`src/rtl/rv32i_axi_mem_ctrl_if.sv`:
```
// AXI4-Lite master bus between the RV32I external-access sequencer and the SoC interconnect.
// Every channel uses strict valid/ready: a transfer happens on the rising edge where both are high; valid, once raised, holds with stable payload until that edge.
interface rv32i_axi_mem_ctrl_if #(
  parameter int ADDR_W = 32
);
  logic [ADDR_W-1:0] m_axi_awaddr;
  logic              m_axi_awvalid;
  logic              m_axi_awready;
  logic [31:0]       m_axi_wdata;
  logic [3:0]        m_axi_wstrb;
  logic              m_axi_wvalid;
  logic              m_axi_wready;
  logic [1:0]        m_axi_bresp;
  logic              m_axi_bvalid;
  logic              m_axi_bready;
  logic [ADDR_W-1:0] m_axi_araddr;
  logic              m_axi_arvalid;
  logic              m_axi_arready;
  logic [31:0]       m_axi_rdata;
  logic [1:0]        m_axi_rresp;
  logic              m_axi_rvalid;
  logic              m_axi_rready;

  modport master (
    output m_axi_awaddr, m_axi_awvalid, input m_axi_awready,
    output m_axi_wdata, m_axi_wstrb, m_axi_wvalid, input m_axi_wready,
    input m_axi_bresp, m_axi_bvalid, output m_axi_bready,
    output m_axi_araddr, m_axi_arvalid, input m_axi_arready,
    input m_axi_rdata, m_axi_rresp, m_axi_rvalid, output m_axi_rready
  );

  modport slave (
    input m_axi_awaddr, m_axi_awvalid, output m_axi_awready,
    input m_axi_wdata, m_axi_wstrb, m_axi_wvalid, output m_axi_wready,
    output m_axi_bresp, m_axi_bvalid, input m_axi_bready,
    input m_axi_araddr, m_axi_arvalid, output m_axi_arready,
    output m_axi_rdata, m_axi_rresp, m_axi_rvalid, input m_axi_rready
  );
endinterface

```
`src/rtl/rv32i_axi_mem_ctrl.sv`:
```
// Turns one stalled MA-stage external access into a single AXI4-Lite transaction,
// applying RV32I lane/extension rules and returning load data on the write-back side port.
module rv32i_axi_mem_ctrl #(
  parameter int ADDR_W      = 32,
  parameter int TIMEOUT_CYC = 1024,
  parameter int TO_CNT_W    = 11
) (
  input  logic        clk,
  input  logic        rst,
  input  logic        core_init_i,
  input  logic        core_mem_we_i,
  input  logic [2:0]  core_funct3_i,
  input  logic [31:0] core_addr_i,
  input  logic [31:0] core_data_w_i,
  input  logic [4:0]  core_addr_d_i,
  output logic        core_stall_o,
  output logic        core_reg_we_o,
  output logic [4:0]  core_addr_d_o,
  output logic [31:0] core_data_d_o,
  output logic        err_o,
  input  logic        err_clr_i,
  rv32i_axi_mem_ctrl_if.master m_axi,
  output logic [2:0]  dbg_state_o
);

  typedef enum logic [2:0] {
    S_IDLE  = 3'd0,
    S_WADDR = 3'd1,
    S_WRESP = 3'd2,
    S_RADDR = 3'd3,
    S_RDATA = 3'd4,
    S_DONE  = 3'd5
  } state_t;

  state_t              state_q, state_d;
  logic [TO_CNT_W-1:0] to_cnt_q, to_cnt_d;
  logic [1:0]          off_q, off_d;
  logic [2:0]          funct3_q, funct3_d;
  logic                we_q, we_d;
  logic [4:0]          rd_q, rd_d;
  logic [31:0]         rdata_q, rdata_d;
  logic                err_q, err_d;
  logic [ADDR_W-1:0]   awaddr_q, awaddr_d, araddr_q, araddr_d;
  logic                awvalid_q, awvalid_d, wvalid_q, wvalid_d, arvalid_q, arvalid_d;
  logic [31:0]         wdata_q, wdata_d;
  logic [3:0]          wstrb_q, wstrb_d;

  logic                err_set, timeout, misalign, busy;
  logic [1:0]          req_size;

  // Access size: 0 = byte, 1 = halfword, 2 = word (undefined funct3 falls back to word).
  function automatic logic [1:0] acc_size(input logic we, input logic [2:0] f3);
    if (f3 == 3'b000 || (!we && f3 == 3'b100)) return 2'd0;
    if (f3 == 3'b001 || (!we && f3 == 3'b101)) return 2'd1;
    return 2'd2;
  endfunction

  function automatic logic [31:0] load_ext(input logic [2:0] f3, input logic [1:0] off,
                                           input logic [31:0] rdata);
    logic [31:0] sh;
    sh = rdata >> {off, 3'b000};
    case (f3)
      3'b000:  return {{24{sh[7]}}, sh[7:0]};
      3'b001:  return {{16{sh[15]}}, sh[15:0]};
      3'b100:  return {24'b0, sh[7:0]};
      3'b101:  return {16'b0, sh[15:0]};
      default: return rdata;
    endcase
  endfunction

  always_ff @(posedge clk or posedge rst) begin
    if (rst) begin
      state_q   <= S_IDLE;
      to_cnt_q  <= '0;
      off_q     <= '0;
      funct3_q  <= '0;
      we_q      <= 1'b0;
      rd_q      <= '0;
      rdata_q   <= '0;
      err_q     <= 1'b0;
      awaddr_q  <= '0;
      awvalid_q <= 1'b0;
      wdata_q   <= '0;
      wstrb_q   <= '0;
      wvalid_q  <= 1'b0;
      araddr_q  <= '0;
      arvalid_q <= 1'b0;
    end else begin
      state_q   <= state_d;
      to_cnt_q  <= to_cnt_d;
      off_q     <= off_d;
      funct3_q  <= funct3_d;
      we_q      <= we_d;
      rd_q      <= rd_d;
      rdata_q   <= rdata_d;
      err_q     <= err_d;
      awaddr_q  <= awaddr_d;
      awvalid_q <= awvalid_d;
      wdata_q   <= wdata_d;
      wstrb_q   <= wstrb_d;
      wvalid_q  <= wvalid_d;
      araddr_q  <= araddr_d;
      arvalid_q <= arvalid_d;
    end
  end

  always_comb begin
    state_d   = state_q;
    to_cnt_d  = to_cnt_q;
    off_d     = off_q;
    funct3_d  = funct3_q;
    we_d      = we_q;
    rd_d      = rd_q;
    rdata_d   = rdata_q;
    awaddr_d  = awaddr_q;
    awvalid_d = awvalid_q;
    wdata_d   = wdata_q;
    wstrb_d   = wstrb_q;
    wvalid_d  = wvalid_q;
    araddr_d  = araddr_q;
    arvalid_d = arvalid_q;
    err_set   = 1'b0;
    timeout   = (to_cnt_q == TO_CNT_W'(TIMEOUT_CYC - 1));
    req_size  = acc_size(core_mem_we_i, core_funct3_i);
    misalign  = (req_size == 2'd1 && core_addr_i[0]) ||
                (req_size == 2'd2 && core_addr_i[1:0] != 2'b00);
    busy      = (state_q != S_IDLE) && (state_q != S_DONE);

    case (state_q)
      S_IDLE: begin
        if (core_init_i) begin
          off_d    = core_addr_i[1:0];
          funct3_d = core_funct3_i;
          we_d     = core_mem_we_i;
          rd_d     = core_addr_d_i;
          rdata_d  = '0;
          if (misalign) begin
            state_d = S_DONE;
            err_set = 1'b1;
          end else if (core_mem_we_i) begin
            state_d   = S_WADDR;
            awaddr_d  = ADDR_W'({core_addr_i[31:2], 2'b00});
            awvalid_d = 1'b1;
            wvalid_d  = 1'b1;
            case (req_size)
              2'd0: begin
                wdata_d = {4{core_data_w_i[7:0]}};
                wstrb_d = 4'b0001 << core_addr_i[1:0];
              end
              2'd1: begin
                wdata_d = {2{core_data_w_i[15:0]}};
                wstrb_d = 4'b0011 << core_addr_i[1:0];
              end
              default: begin
                wdata_d = core_data_w_i;
                wstrb_d = 4'b1111;
              end
            endcase
          end else begin
            state_d   = S_RADDR;
            araddr_d  = ADDR_W'({core_addr_i[31:2], 2'b00});
            arvalid_d = 1'b1;
          end
        end
      end
      S_WADDR: begin
        // Address and data channels retire independently; leave once neither is pending.
        if (awvalid_q && m_axi.m_axi_awready) awvalid_d = 1'b0;
        if (wvalid_q && m_axi.m_axi_wready)   wvalid_d  = 1'b0;
        if ((!awvalid_q || m_axi.m_axi_awready) && (!wvalid_q || m_axi.m_axi_wready)) begin
          state_d = S_WRESP;
        end else if (timeout) begin
          awvalid_d = 1'b0;
          wvalid_d  = 1'b0;
          err_set   = 1'b1;
          state_d   = S_DONE;
        end
      end
      S_WRESP: begin
        if (m_axi.m_axi_bvalid) begin
          state_d = S_DONE;
          err_set = (m_axi.m_axi_bresp != 2'b00);
        end else if (timeout) begin
          err_set = 1'b1;
          state_d = S_DONE;
        end
      end
      S_RADDR: begin
        if (m_axi.m_axi_arready) begin
          arvalid_d = 1'b0;
          state_d   = S_RDATA;
        end else if (timeout) begin
          arvalid_d = 1'b0;
          err_set   = 1'b1;
          state_d   = S_DONE;
        end
      end
      S_RDATA: begin
        if (m_axi.m_axi_rvalid) begin
          state_d = S_DONE;
          if (m_axi.m_axi_rresp != 2'b00) begin
            err_set = 1'b1;
            rdata_d = '0;
          end else begin
            rdata_d = load_ext(funct3_q, off_q, m_axi.m_axi_rdata);
          end
        end else if (timeout) begin
          err_set = 1'b1;
          state_d = S_DONE;
        end
      end
      S_DONE:  state_d = S_IDLE;
      default: state_d = S_IDLE;
    endcase

    if (state_d != state_q) to_cnt_d = '0;
    else if (busy)          to_cnt_d = to_cnt_q + 1'b1;

    // A new error outranks a clear arriving in the same cycle.
    err_d = err_set ? 1'b1 : (err_clr_i ? 1'b0 : err_q);
  end

  assign core_stall_o  = ((state_q != S_IDLE) && (state_q != S_DONE)) ||
                         ((state_q == S_IDLE) && core_init_i);
  assign core_reg_we_o = (state_q == S_DONE) && !we_q && (rd_q != 5'd0);
  assign core_addr_d_o = rd_q;
  assign core_data_d_o = rdata_q;
  assign err_o         = err_q;
  assign dbg_state_o   = state_q;

  assign m_axi.m_axi_awaddr  = awaddr_q;
  assign m_axi.m_axi_awvalid = awvalid_q;
  assign m_axi.m_axi_wdata   = wdata_q;
  assign m_axi.m_axi_wstrb   = wstrb_q;
  assign m_axi.m_axi_wvalid  = wvalid_q;
  assign m_axi.m_axi_bready  = (state_q == S_WRESP);
  assign m_axi.m_axi_araddr  = araddr_q;
  assign m_axi.m_axi_arvalid = arvalid_q;
  assign m_axi.m_axi_rready  = (state_q == S_RDATA);

endmodule

```
`src/flat_wrapper.sv`:
```
// flat-port wrapper written by rule: the top's interface ports become plain ports
module rv32i_axi_mem_ctrl_flat 
#(
  parameter int ADDR_W      = 32,
  parameter int TIMEOUT_CYC = 1024,
  parameter int TO_CNT_W    = 11
)
  (clk, rst, core_init_i, core_mem_we_i, core_funct3_i, core_addr_i, core_data_w_i, core_addr_d_i, core_stall_o, core_reg_we_o, core_addr_d_o, core_data_d_o, err_o, err_clr_i, dbg_state_o, m_axi_m_axi_awaddr, m_axi_m_axi_awvalid, m_axi_m_axi_awready, m_axi_m_axi_wdata, m_axi_m_axi_wstrb, m_axi_m_axi_wvalid, m_axi_m_axi_wready, m_axi_m_axi_bresp, m_axi_m_axi_bvalid, m_axi_m_axi_bready, m_axi_m_axi_araddr, m_axi_m_axi_arvalid, m_axi_m_axi_arready, m_axi_m_axi_rdata, m_axi_m_axi_rresp, m_axi_m_axi_rvalid, m_axi_m_axi_rready);
  rv32i_axi_mem_ctrl_if #(.ADDR_W(ADDR_W)) m_axi_i ();
  input  logic clk;
  input  logic rst;
  input  logic core_init_i;
  input  logic core_mem_we_i;
  input  logic [2:0] core_funct3_i;
  input  logic [31:0] core_addr_i;
  input  logic [31:0] core_data_w_i;
  input  logic [4:0] core_addr_d_i;
  output logic core_stall_o;
  output logic core_reg_we_o;
  output logic [4:0] core_addr_d_o;
  output logic [31:0] core_data_d_o;
  output logic err_o;
  input  logic err_clr_i;
  output logic [2:0] dbg_state_o;
  output wire logic [$bits(m_axi_i.m_axi_awaddr)-1:0] m_axi_m_axi_awaddr;
  output wire logic [$bits(m_axi_i.m_axi_awvalid)-1:0] m_axi_m_axi_awvalid;
  input wire logic [$bits(m_axi_i.m_axi_awready)-1:0] m_axi_m_axi_awready;
  output wire logic [$bits(m_axi_i.m_axi_wdata)-1:0] m_axi_m_axi_wdata;
  output wire logic [$bits(m_axi_i.m_axi_wstrb)-1:0] m_axi_m_axi_wstrb;
  output wire logic [$bits(m_axi_i.m_axi_wvalid)-1:0] m_axi_m_axi_wvalid;
  input wire logic [$bits(m_axi_i.m_axi_wready)-1:0] m_axi_m_axi_wready;
  input wire logic [$bits(m_axi_i.m_axi_bresp)-1:0] m_axi_m_axi_bresp;
  input wire logic [$bits(m_axi_i.m_axi_bvalid)-1:0] m_axi_m_axi_bvalid;
  output wire logic [$bits(m_axi_i.m_axi_bready)-1:0] m_axi_m_axi_bready;
  output wire logic [$bits(m_axi_i.m_axi_araddr)-1:0] m_axi_m_axi_araddr;
  output wire logic [$bits(m_axi_i.m_axi_arvalid)-1:0] m_axi_m_axi_arvalid;
  input wire logic [$bits(m_axi_i.m_axi_arready)-1:0] m_axi_m_axi_arready;
  input wire logic [$bits(m_axi_i.m_axi_rdata)-1:0] m_axi_m_axi_rdata;
  input wire logic [$bits(m_axi_i.m_axi_rresp)-1:0] m_axi_m_axi_rresp;
  input wire logic [$bits(m_axi_i.m_axi_rvalid)-1:0] m_axi_m_axi_rvalid;
  output wire logic [$bits(m_axi_i.m_axi_rready)-1:0] m_axi_m_axi_rready;
  assign m_axi_m_axi_awaddr = m_axi_i.m_axi_awaddr;
  assign m_axi_m_axi_awvalid = m_axi_i.m_axi_awvalid;
  assign m_axi_i.m_axi_awready = m_axi_m_axi_awready;
  assign m_axi_m_axi_wdata = m_axi_i.m_axi_wdata;
  assign m_axi_m_axi_wstrb = m_axi_i.m_axi_wstrb;
  assign m_axi_m_axi_wvalid = m_axi_i.m_axi_wvalid;
  assign m_axi_i.m_axi_wready = m_axi_m_axi_wready;
  assign m_axi_i.m_axi_bresp = m_axi_m_axi_bresp;
  assign m_axi_i.m_axi_bvalid = m_axi_m_axi_bvalid;
  assign m_axi_m_axi_bready = m_axi_i.m_axi_bready;
  assign m_axi_m_axi_araddr = m_axi_i.m_axi_araddr;
  assign m_axi_m_axi_arvalid = m_axi_i.m_axi_arvalid;
  assign m_axi_i.m_axi_arready = m_axi_m_axi_arready;
  assign m_axi_i.m_axi_rdata = m_axi_m_axi_rdata;
  assign m_axi_i.m_axi_rresp = m_axi_m_axi_rresp;
  assign m_axi_i.m_axi_rvalid = m_axi_m_axi_rvalid;
  assign m_axi_m_axi_rready = m_axi_i.m_axi_rready;
  rv32i_axi_mem_ctrl #(.ADDR_W(ADDR_W), .TIMEOUT_CYC(TIMEOUT_CYC), .TO_CNT_W(TO_CNT_W)) u_core (.clk(clk), .rst(rst), .core_init_i(core_init_i), .core_mem_we_i(core_mem_we_i), .core_funct3_i(core_funct3_i), .core_addr_i(core_addr_i), .core_data_w_i(core_data_w_i), .core_addr_d_i(core_addr_d_i), .core_stall_o(core_stall_o), .core_reg_we_o(core_reg_we_o), .core_addr_d_o(core_addr_d_o), .core_data_d_o(core_data_d_o), .err_o(err_o), .err_clr_i(err_clr_i), .m_axi(m_axi_i), .dbg_state_o(dbg_state_o));
endmodule
```
`config.mk`:
```
export PLATFORM = sky130hd
export DESIGN_NAME = rv32i_axi_mem_ctrl_flat
export DESIGN_NICKNAME = d
export VERILOG_FILES = /design/src/rtl/rv32i_axi_mem_ctrl_if.sv /design/src/rtl/rv32i_axi_mem_ctrl.sv /design/src/flat_wrapper.sv
export SDC_FILE = /design/constraint.sdc
export NUM_CORES = 1
export LEC_CHECK = 0
export BUFFER_PORTS_ARGS = -buffer_cell sky130_fd_sc_hd__buf_4
export CAP_MARGIN = 10
export CORE_ASPECT_RATIO = 0.7
export CORE_MARGIN = 2
export CORE_UTILIZATION = 54
export DETAILED_ROUTE_END_ITERATION = 12
export HOLD_SLACK_MARGIN = 0.1
export PLACE_DENSITY = 0.91
export SLEW_MARGIN = 20
export SYNTH_ARGS = -nofsm -noshare
export SYNTH_HDL_FRONTEND = slang
export SYNTH_SLANG_ARGS = --single-unit
```
`constraint.sdc`:
```
create_clock -name clk -period 13 [get_ports clk]
set_input_delay 3.9 -clock clk [delete_from_list [all_inputs] [get_ports clk]]
set_output_delay 3.9 -clock clk [all_outputs]
set_load 0.02 [all_outputs]
```
==> summary.md, run 1 <==
| Metric | Value |
|---|---|
| Status | `finished, final reports clean` |
| Yosys warns | `0` |
| I/O pins | `266` |
| Async S/R FF share, synth | `100%` |
| Total grt overflow | `0` |
| CP Max Fanout | `14` |
| Hold_buf cts | `0` |
| Synthesized area | `7200 um^2` |
| DR vias | `6,309` |
| Crit path arrival time | `5.04 ns` |
| Max Fclk | `0.112 GHz` |
| HP Class | `reg2reg` |
| Synthesis-to-finish area growth | `36.3%` |
| Vias in the first global route | `6,069` |
| Post-CTS Setup Repair Bufs | `0` |
| Synth Area in XOR/XNOR | `1.34%` |
| Max Slew Vio Count | `0` |
| CP Capture Type | `primary output` |
| Vias per inst | `5.55` |
| Hpwl dp | `14,300 um` |
| Max Cap Viol | `0` |
| DR iter-0 viols | `487` |
| Slew HR | `36.0%` |
| Gr usage total | `27.9%` |
| Clock buffer depth | `2` |
| Combinational family with the most area after synthesis | `simple AND/OR/NAND/NOR gates` |
| Crit Path Category | `in2out` |
| Post-Synth Adder-Cell Area | `0.174%` |
| Worst VDD drop | `160 uV` |
| Routed WL | `19,700 um` |
| Core ar. | `13,100 um^2` |
| Clock sink count | `157` |
| Ranking of synthesized cells by area | `dfrtp_1 55%, nand2_1 11%, mux2i_1 4.6%` |
| Drt pass-1 iters | `5` |
| RSZ-0062 raised after global routing | `no` |
| Port buffer count | `261` |
| Most frequent cells in the layout | `267 x buf_4, 212 x nand2_1, 157 x dfrtp_1` |
| CP required | `9.10 ns` |
| Most common cell after layout, fill and taps aside | `buf_4` |
| Die Y-Extent | `101 um` |
| Mux contribution to synthesized area | `9.60%` |
| Post-route clock skew | `0.00992 ns` |
| Register area share after synthesis | `54.6%` |
| Largest area contributor in the netlist | `dfrtp_1` |
| Number of synthesized register bits | `157` |
| CTS tree | `built` |
| Initial antenna violation count | `0` |
| Clock latency on the worst-skew pair | `0.40 ns` |
| # DRC | `0` |
| Count of cells resized by post-cts repair | `0` |
| Pin count of the biggest net entering global routing | `90` |
| Pwr Total | `2350 uW` |
| GPL Wtd Cong | `0.888` |
| CP max stage delay | `0.68 ns` |
| Startpoint types | `input port` |
| Synth cell types | `59` |
| Final worst-path cycle share | `68.8%` |
| CP max stage cell | `or4b_1` |
| Filler cells | `921` |
| Static Leakage | `0.00505 uW` |
| Core Rows | `35` |
| CP most frequent cell | `buf_4` |
| Ys flop type | `dfrtp_1` |
| Pwr dens | `240 nW/um^2` |
| Setup-failing EPs final | `0` |
| Routed Antenna Nets | `0` |
| Clock transition at path regs | `0.06 ns` |
| Crit path time final | `8.94 ns` |
| ANT cells | `0` |
| Fraction of layout cells with a size suffix above 1 | `36.1%` |
| Fin nets | `1,076` |
| Cells after Synth | `715` |
| Htree depth | `4` |
| Die width | `142 um` |
| Routed len/inst | `17.3 um` |
| Post-synthesis compound-gate area fraction | `12.7%` |
| CTS Buf Count | `17` |
| Number of synthesized flops with an enable pin | `0` |
| CP cell instances | `buf_4 > or4b_1 > nand3_1 > buf_4` |
| First-pass GRT wire length | `31,300 um` |
| Full die area | `14,300 um^2` |
| Starting Density | `55.0%` |
| Final Hold Violating Endpoints | `0` |
| Post-Synth Simple-Gate Area | `17.8%` |
| Slew of the pin with the lowest slew margin | `0.961 ns` |
| Synth top area share | `54.6%` |
| Avg Inst Size Synth | `10.1 um^2` |
| Setup_tns | `0 ns` |
| Clock tree root driver cell | `clkbuf_16` |
## flip-flops by register name, indices dropped and copies added, names as in the netlist
| signal | cells |
|---|---|
| u_core.m_axi.m_axi_awaddr | 30 |
| u_core.to_cnt_q | 11 |
| u_core.err_o | 1 |
| u_core.m_axi.m_axi_wdata | 32 |
| u_core.m_axi.m_axi_awvalid | 1 |
| u_core.dbg_state_o | 3 |
| u_core.m_axi.m_axi_arvalid | 1 |
| u_core.m_axi.m_axi_araddr | 30 |
| u_core.core_addr_d_o | 5 |
| u_core.m_axi.m_axi_wvalid | 1 |
| u_core.core_data_d_o | 32 |
| u_core.off_q | 2 |
| u_core.funct3_q | 3 |
| u_core.m_axi.m_axi_wstrb | 4 |
| u_core.we_q | 1 |
## Yosys cell counts, drive strengths merged, types with 6 or more instances
library cell    n
a221o          17
dfrtp         157
inv             8
clkbuf         28
buf            20
a22oi           8
nand3           8
nor2           27
nand2         213
nand2b          7
a21oi          16
mux2           32
nor3            6
o21ai          53
o211ai         10
mux2i          33
xor2            9
o221ai          7
## routing by layer
metal,share of wire [%],wire (um),GRT usage [%]
met5,0,0,0
met4,2.2,441,8.62
met3,6.5,1270,6.18
met2,48,9450,45.1
met1,43,8540,38.1
## metrics by stage
stage | hold WS (ns) | util (%) | worst slack (ns) | cell area, um^2 | cells
after floorplan | 0.498 | - | 4.29 | 7210 | 718
after global placement | 0.454 | 70.3 | 4.11 | 9200 | 1103
after detailed placement | 0.457 | 70.3 | 4.07 | 9200 | 1103
after CTS | 0.479 | 74.7 | 4.06 | 9780 | 1135
after global routing | 0.496 | 74.9 | 4.00 | 9810 | 1136
final | 0.476 | 74.9 | 4.06 | 9810 | 1136
## report_power, final
group	internal, uW	switching [uW]
combinational	438	589
sequential	688	161
clock	272	205
## path summary, 6_finish.rpt
check / start / end / slack [ns] / cells after the start
min reg2reg: u_core.core_data_d_o[2]$_DFFE_PP0P_ / u_core.core_data_d_o[2]$_DFFE_PP0P_ / 0.48 / 2
max reg2reg: u_core.dbg_state_o[2]$_DFF_PP0_ / u_core.core_data_d_o[17]$_DFFE_PP0P_ / 10.15 / 5
max: core_init_i / core_stall_o / 4.06 / 4
min in group asynchronous: rst / u_core.core_data_d_o[29]$_DFFE_PP0P_ / 3.61 / 2
max in group asynchronous: rst / u_core.m_axi.m_axi_wdata[8]$_DFFE_PP0P_ / 7.92 / 3
min: u_core.core_data_d_o[2]$_DFFE_PP0P_ / u_core.core_data_d_o[2]$_DFFE_PP0P_ / 0.48 / 2
## final cells by class
class	count	area [um^2]	share of cell area (%)
inverters	8	35.0	0.357
well taps	166	208	2.12
multi-input cells	505	3030	30.9
flip-flops and latches	157	3930	40.0
clock buffers	18	439	4.48
repair buffers	268	2030	20.7
clock inverters	14	134	1.36
## logic make-up (layout without fill, tap and decap cells)
group | after synthesis | count (layout)
other cells | 1 | 4
flops | 157 | 157
compound gates | 129 | 129
buf+inv | 56 | 308
simple gates | 295 | 295
mux | 65 | 65
xor+xnor | 11 | 11
fa+ha+maj | 1 | 1
## critical path, delay by kind of cell
family	cells	cell delay (ns)
AND/OR/NAND/NOR	2	0.89
buffers and inverters	2	0.25
Power figures use the tool's default switching activity.
==> inputs of run 2 (changes only) <==
ABC_AREA = 1   (was unset)
CORE_UTILIZATION = 45   (was 54)
PLACE_DENSITY = 0.81   (was 0.91)
clock period = 7.2 ns   (was 13 ns; I/O delays follow)
==> run 2 against run 1 <==
Net effect: power rose by 87%; global-route usage fell by 3.2 points; critical endpoint unchanged; area after synthesis rose by 3.1%; clock skew rose by 0.00078 ns; count of clock-buffer cells in the layout fell by 1; design area rose by 2.2%; highest routed layer unchanged; die area rose by 23%; synthesized cell count rose by 17%.
==> summary.md, run 2 <==
| Metric | Value |
|---|---|
| Yosys warns | `0 (unchanged)` |
| Routed len/inst | `16.2 um (was 17.3 um)` |
| Gr usage total | `24.6% (was 27.9%)` |
| Max Cap Viol | `0 (unchanged)` |
| Core ar. | `16,200 um^2 (was 13,100 um^2)` |
| Pin count of the biggest net entering global routing | `111 (was 90)` |
| CP Max Fanout | `18 (was 14)` |
| Crit Path Category | `in2out (unchanged)` |
| Routed Antenna Nets | `0 (unchanged)` |
| First-pass GRT wire length | `33,900 um (was 31,300 um)` |
| Die width | `157 um (was 142 um)` |
| Crit path arrival time | `2.98 ns (was 5.04 ns)` |
| Vias per inst | `5.15 (was 5.55)` |
| Core Rows | `39 (was 35)` |
| Max Fclk | `0.194 GHz` |
| Clock tree root driver cell | `clkbuf_16 (unchanged)` |
| Number of synthesized flops with an enable pin | `0 (unchanged)` |
| Number of synthesized register bits | `157 (unchanged)` |
| ANT cells | `0 (unchanged)` |
| Psw | `1900 uW (was 955 uW)` |
| CTS Buf Count | `17 (unchanged)` |
| DR iter-0 viols | `609 (was 487)` |
| Hold_buf cts | `0 (unchanged)` |
| CP Capture Type | `primary output (unchanged)` |
| Max Slew Vio Count | `0 (unchanged)` |
| Fin nets | `1,202 (was 1,076)` |
| Most frequent cells in the layout | `267 x nand2_1, 266 x buf_4, 157 x dfrtp_1 (was 267 x buf_4, 212 x nand2_1, 157 x dfrtp_1)` |
| Vias in the first global route | `6,406 (was 6,069)` |
| Setup_tns | `0 ns (unchanged)` |
| Register area share after synthesis | `53.0% (was 54.6%)` |
| Clock buffer depth | `2 (unchanged)` |
| Synthesized area | `7420 um^2 (was 7200 um^2)` |
| RSZ-0062 raised after global routing | `no (unchanged)` |
| Slew of the pin with the lowest slew margin | `1.06 ns (was 0.961 ns)` |
| Fraction of layout cells with a size suffix above 1 | `33.9% (was 36.1%)` |
| Hold_ws | `0.483 ns (was 0.476 ns)` |
| Synthesis-to-finish area growth | `35.2% (was 36.3%)` |
| Synth cell types | `45 (was 59)` |
| Post-CTS Setup Repair Bufs | `0 (unchanged)` |
| Async S/R FF share, synth | `100% (unchanged)` |
| Setup-failing EPs final | `0 (unchanged)` |
| Clock latency on the worst-skew pair | `0.43 ns (was 0.40 ns)` |
| Ranking of synthesized cells by area | `dfrtp_1 53%, nand2_1 14%, mux2_2 5.5% (was dfrtp_1 55%, nand2_1 11%, mux2i_1 4.6%)` |
| GPL Wtd Cong | `0.894 (was 0.888)` |
| Htree depth | `4 (unchanged)` |
| Initial antenna violation count | `0 (unchanged)` |
| Total grt overflow | `0 (unchanged)` |
| Avg Inst Size Synth | `8.85 um^2 (was 10.1 um^2)` |
| Pwr Total | `4390 uW (was 2350 uW)` |
| CP required | `5.04 ns (was 9.10 ns)` |
| Full die area | `17,500 um^2 (was 14,300 um^2)` |
| Ys flop type | `dfrtp_1 (unchanged)` |
| Most common cell after layout, fill and taps aside | `nand2_1 (was buf_4)` |
| Comb power frac | `45.9% (was 43.7%)` |
| Post-route clock skew | `0.0107 ns (was 0.00992 ns)` |
| Crit path time final | `5.14 ns` |
| Worst VDD drop | `326 uV (was 160 uV)` |
| Status | `finished, final reports clean (unchanged)` |
| Clock power share | `20.0% (was 20.3%)` |
| Count of cells resized by post-cts repair | `0 (unchanged)` |
| Top-count cell post-synth | `nand2_1 (unchanged)` |
| Post-synth top cells | `267 x nand2_1, 157 x dfrtp_1, 54 x inv_1, 54 x o21ai_0 (was 212 x nand2_1, 157 x dfrtp_1, 53 x o21ai_0)` |
| Drt pass-1 iters | `5 (unchanged)` |
| Clock transition at path regs | `0.07 ns (was 0.06 ns)` |
| Final Hold Violating Endpoints | `0 (unchanged)` |
| Pwr dens | `438 nW/um^2 (was 240 nW/um^2)` |
| Largest area contributor in the netlist | `dfrtp_1 (unchanged)` |
| HP Class | `reg2reg (unchanged)` |
| Clock sink count | `157 (unchanged)` |
| Switching Share | `43.2% (was 40.6%)` |
| Sequential share of power | `34.1% (was 36.1%)` |
| Startpoint types | `input port (unchanged)` |
| Hpwl dp | `15,600 um (was 14,300 um)` |
| Synth top area share | `53.0% (was 54.6%)` |
| # DRC | `0 (unchanged)` |
| Final worst-path cycle share | `71.5%` |
| I/O pins | `266 (unchanged)` |
| Slew HR | `29.2% (was 36.0%)` |
| DR vias | `6,802 (was 6,309)` |
| CTS tree | `built (unchanged)` |
| Port buffer count | `261 (unchanged)` |
| Int Pwr | `2500 uW (was 1400 uW)` |
| Routed WL | `21,500 um (was 19,700 um)` |
| Cells after Synth | `838 (was 715)` |
| Die Y-Extent | `111 um (was 101 um)` |
| Static Leakage | `0.00516 uW (was 0.00505 uW)` |
| Starting Density | `45.8% (was 55.0%)` |
==> run 2: kinds of logic (layout without fill, tap and decap cells) <==
group / after synthesis / after routing / share of synthesized area (%)
xor+xnor: 10 / 10 / 1.18
flops: 157 / 157 / 53.0
compound gates: 150 / 150 / 11.5
fa+ha+maj: 1 / 1 / 0.169
mux: 40 / 40 / 6.04
simple gates: 375 / 375 / 21.5
other cells: 1 / 4 / 0.0506
buf+inv: 104 / 359 / 6.58
==> run 2: final timing paths <==
path                                                             to  depth (start not counted)                       startpoint  slack, ns
max                                                    core_stall_o                          6                      core_init_i       2.06
min                                         u_core.we_q$_DFFE_PP0P_                          2          u_core.we_q$_DFFE_PP0P_       0.48
max reg2reg                u_core.m_axi.m_axi_araddr[6]$_DFFE_PP0P_                          7  u_core.dbg_state_o[2]$_DFF_PP0_       3.92
min reg2reg                                 u_core.we_q$_DFFE_PP0P_                          2          u_core.we_q$_DFFE_PP0P_       0.48
max in group asynchronous  u_core.m_axi.m_axi_wdata[10]$_DFFE_PP0P_                          3                              rst       4.03
min in group asynchronous  u_core.m_axi.m_axi_awaddr[8]$_DFFE_PP0P_                          2                              rst       1.96
==> run 2: metrics by stage <==
stage | instance area [um^2] | utilization [%] | worst slack [ns] | instances
after floorplan | 7430 | - | 0.805 | 841
after global placement | 9450 | 58.4 | 2.09 | 1289
after detailed placement | 9450 | 58.4 | 2.06 | 1289
after CTS | 10000 | 61.9 | 2.06 | 1321
after global routing | 10000 | 61.9 | 1.99 | 1321
final | 10000 | 61.9 | 2.06 | 1321
==> run 2: cell type report <==
type                            instances  area [um^2]
Clock buffer                           17          425
Sequential cell                       157         3930
Inverter                               61          234
Fill cell                            1428         6170
Tap cell                              225          282
Timing Repair Buffer                  266         2000
Multi-Input combinational cell        580         3010
Clock inverter                         15          149
==> run 2: worst max-delay path, cell delays in order <==
cell	delay, ns
buf_4	0.10
inv_1	0.09
nor2_8	0.26
inv_2	0.13
nand2_1	0.10
buf_4	0.14
==> run 2: per-layer routing <==
layer / GRT usage (%) / up-vias / part of all wire (%)
li1: - / 3233 / -
met1: 35.6 / 3231 / 45
met2: 35.7 / 323 / 44
met3: 8.06 / 15 / 11
met4: 6.48 / 0 / 0.99
met5: 0 / - / 0
==> run 2: power groups by stage <==
stage | Clock [uW] | Sequential (uW) | Combinational, uW
3_5_place_dp | 0 | 1500 | 2020
2_1_floorplan | 0 | 1820 | 877
6_report | 877 | 1500 | 2020
3_3_place_gp | 0 | 1490 | 1980
4_1_cts | 896 | 1500 | 2020
5_1_grt | 928 | 1550 | 2180
==> inputs of run 3 (changes only) <==
ABC_AREA = 0   (was 1)
PLACE_DENSITY = 0.82   (was 0.81)
clock period = 4.2 ns   (was 7.2 ns; I/O delays follow)
==> run 3 against run 2 <==
Net effect: sequential power grew 75%; design area is 1.4% lower; routed wire length down 2.4%; clock power grew 80%; critical path depth fell by 2; setup slack lost 1.2 ns; die area down 2.9%; utilization grew 1.7 points; largest power group unchanged; highest routed layer unchanged.
==> summary.md, run 3 (synthesis gave the netlist of run 1 again) <==
| Metric | Value |
|---|---|
| Status | `finished, final reports clean (unchanged)` |
| Starting Density | `46.3% (was 45.8%)` |
| DR iter-0 viols | `474 (was 609)` |
| Pwr dens | `749 nW/um^2 (was 438 nW/um^2)` |
| Worst VDD drop | `521 uV (was 326 uV)` |
| CP max stage delay | `0.46 ns (was 0.26 ns)` |
| CP most frequent cell | `buf_4 (unchanged)` |
| ANT cells | `0 (unchanged)` |
| Psw | `3010 uW (was 1900 uW)` |
| Final Hold Violating Endpoints | `0 (unchanged)` |
| Filler cells | `1,286 (was 1,428)` |
| Comb power frac | `43.1% (was 45.9%)` |
| Vias in the first global route | `6,165 (was 6,406)` |
| Routed len/inst | `17.9 um (was 16.2 um)` |
| Dpl ws | `0.677 ns (was 2.06 ns)` |
| Synthesis-to-finish area growth | `37.4% (was 35.2%)` |
| Pin count of the biggest net entering global routing | `158 (was 111)` |
| Core ar. | `15,500 um^2 (was 16,200 um^2)` |
| Sequential share of power | `35.6% (was 34.1%)` |
| Most frequent cells in the layout | `270 x buf_4, 212 x nand2_1, 157 x dfrtp_1 (was 267 x nand2_1, 266 x buf_4, 157 x dfrtp_1)` |
| Launch point of the worst path | `core_init_i (unchanged)` |
| Drt pass-1 iters | `5 (unchanged)` |
| Crit path time final | `3.37 ns` |
| CTS Buf Count | `17 (unchanged)` |
| GPL Wtd Cong | `0.885 (was 0.894)` |
| Static Leakage | `0.00507 uW (was 0.00516 uW)` |
| Post-CTS Setup Repair Bufs | `0 (unchanged)` |
| Routed Antenna Nets | `0 (unchanged)` |
| CP Max Fanout | `4 (was 18)` |
| Crit path arrival time | `2.11 ns (was 2.98 ns)` |
| CTS tree | `built (unchanged)` |
| First-pass GRT wire length | `32,400 um (was 33,900 um)` |
| Die width | `155 um (was 157 um)` |
| Max Cap Viol | `0 (unchanged)` |
| Initial antenna violation count | `0 (unchanged)` |
| Critical R2R Launch | `u_core.dbg_state_o[2]$_DFF_PP0_ (unchanged)` |
| Clock sink count | `157 (unchanged)` |
| Clock transition at path regs | `0.06 ns (was 0.07 ns)` |
| Clock tree root driver cell | `clkbuf_16 (unchanged)` |
| DR vias | `6,303 (was 6,802)` |
| CP max stage cell | `or4b_1 (was nor2_8)` |
| FF-to-FF path depth | `5 (was 7)` |
| Fraction of layout cells with a size suffix above 1 | `36.3% (was 33.9%)` |
| Switching Share | `40.7% (was 43.2%)` |
| Final worst slack | `0.827 ns (was 2.06 ns)` |
| Post-route clock skew | `0.0130 ns (was 0.0107 ns)` |
| Setup_tns | `0 ns (unchanged)` |
| Core Rows | `38 (was 39)` |
| Hold_buf cts | `0 (unchanged)` |
| Die Y-Extent | `110 um (was 111 um)` |
| R2R setup slack | `1.31 ns (was 3.92 ns)` |
| RSZ-0062 raised after global routing | `no (unchanged)` |
| Setup-failing EPs final | `0 (unchanged)` |
| Count of cells resized by post-cts repair | `0 (unchanged)` |
| RR Endpoint | `u_core.core_data_d_o[29]$_DFFE_PP0P_ (was u_core.m_axi.m_axi_araddr[6]$_DFFE_PP0P_)` |
| Slew of the pin with the lowest slew margin | `0.975 ns (was 1.06 ns)` |
| Slew HR | `35.0% (was 29.2%)` |
| Final worst-path cycle share | `80.3%` |
| Clock power share | `21.3% (was 20.0%)` |
| Max Slew Vio Count | `0 (unchanged)` |
| Total grt overflow | `0 (unchanged)` |
| # DRC | `0 (unchanged)` |
| Crit Path Category | `in2out (unchanged)` |
| Gr usage total | `24.6% (about the same)` |
| Design Area, Final | `9890 um^2 (was 10,000 um^2)` |
| Int Pwr | `4390 uW (was 2500 uW)` |
| Port buffer count | `261 (unchanged)` |
| Vias per inst | `5.37 (was 5.15)` |
| Placed Instance Area | `9290 um^2 (was 9450 um^2)` |
| Full die area | `17,000 um^2 (was 17,500 um^2)` |
| Final core occ | `63.6% (was 61.9%)` |
| Clock latency on the worst-skew pair | `0.41 ns (was 0.43 ns)` |
| Routed WL | `20,900 um (was 21,500 um)` |
| CP endpoint | `core_stall_o (unchanged)` |
| Clock buffer depth | `2 (unchanged)` |
| Most common cell after layout, fill and taps aside | `buf_4 (was nand2_1)` |
| HP Class | `reg2reg (unchanged)` |
| Max Fclk | `0.297 GHz` |
| CP Capture Type | `primary output (unchanged)` |
| Startpoint types | `input port (unchanged)` |
| Fin nets | `1,079 (was 1,202)` |
| Hpwl dp | `15,000 um (was 15,600 um)` |
| CP cell instances | `buf_4 > or4b_1 > nand3_1 > buf_4 (was buf_4 > inv_1 > nor2_8 > inv_2 > nand2_1 > buf_4)` |
| Htree depth | `4 (unchanged)` |
| CP required | `2.94 ns (was 5.04 ns)` |
| I/O pins | `266 (unchanged)` |
==> run 3: cell count changes in the layout (fill, tap and decap cells not counted), sizes merged, moves of 17 or more <==
cell	change
nand2	-58
inv	-54
nor2	-40
a21oi	-34
mux2i	+31
a31oi	-18
a221o	+17
==> run 3: power groups by stage <==
stage / logic [uW] / clock network, uW / registers, uW
floorplan: 1190 / 0 / 3210
detailed placement: 3200 / 0 / 2640
CTS: 3210 / 1600 / 2630
global route: 3450 / 1670 / 2720
global placement: 3140 / 0 / 2610
finish: 3190 / 1580 / 2630
==> run 3: per-layer routing <==
layer	wire (um)	share of wire [%]	global-route usage, %
met1	9060	43	33.0
met2	9590	46	38.6
met3	1930	9.2	7.09
met4	358	1.7	8.27
met5	0	0	0
==> run 3: area by class of cell <==
cell class                 count  area [um^2]  area share [%]
clock buffer                  18          439            4.44
tap                          200          250            2.53
multi-input combinational    505         3030            30.7
clock inverter                14          155            1.57
inverter                       8         33.8           0.342
sequential                   157         3930            39.7
timing repair buffer         271         2050            20.7
==> run 3: worst min-delay path by stage <==
stage,from,slack (ns),cells after the start,end
floorplan,u_core.to_cnt_q[6]$_DFFE_PP0P_,0.50,2,u_core.to_cnt_q[6]$_DFFE_PP0P_
global placement,u_core.core_data_d_o[1]$_DFFE_PP0P_,0.45,2,u_core.core_data_d_o[1]$_DFFE_PP0P_
detailed placement,u_core.core_data_d_o[1]$_DFFE_PP0P_,0.46,2,u_core.core_data_d_o[1]$_DFFE_PP0P_
CTS,u_core.core_data_d_o[1]$_DFFE_PP0P_,0.48,2,u_core.core_data_d_o[1]$_DFFE_PP0P_
global route,u_core.m_axi.m_axi_awaddr[3]$_DFFE_PP0P_,0.49,2,u_core.m_axi.m_axi_awaddr[3]$_DFFE_PP0P_
finish,u_core.core_data_d_o[1]$_DFFE_PP0P_,0.47,2,u_core.core_data_d_o[1]$_DFFE_PP0P_
==> run 3: worst max-delay path: cells and delay by family <==
| family | cells | cell delay (ns) |
|---|---|---|
| AND/OR/NAND/NOR | 2 | 0.59 |
| buffers and inverters | 2 | 0.26 |
==> run 3: metrics by stage <==
step                cells  power (uW)  hold slack, ns
global route         1173        7830           0.493
global placement     1141        5760           0.454
finish               1173        7400           0.473
CTS                  1173        7440           0.476
floorplan             718        4390           0.498
detailed placement   1141        5850           0.462
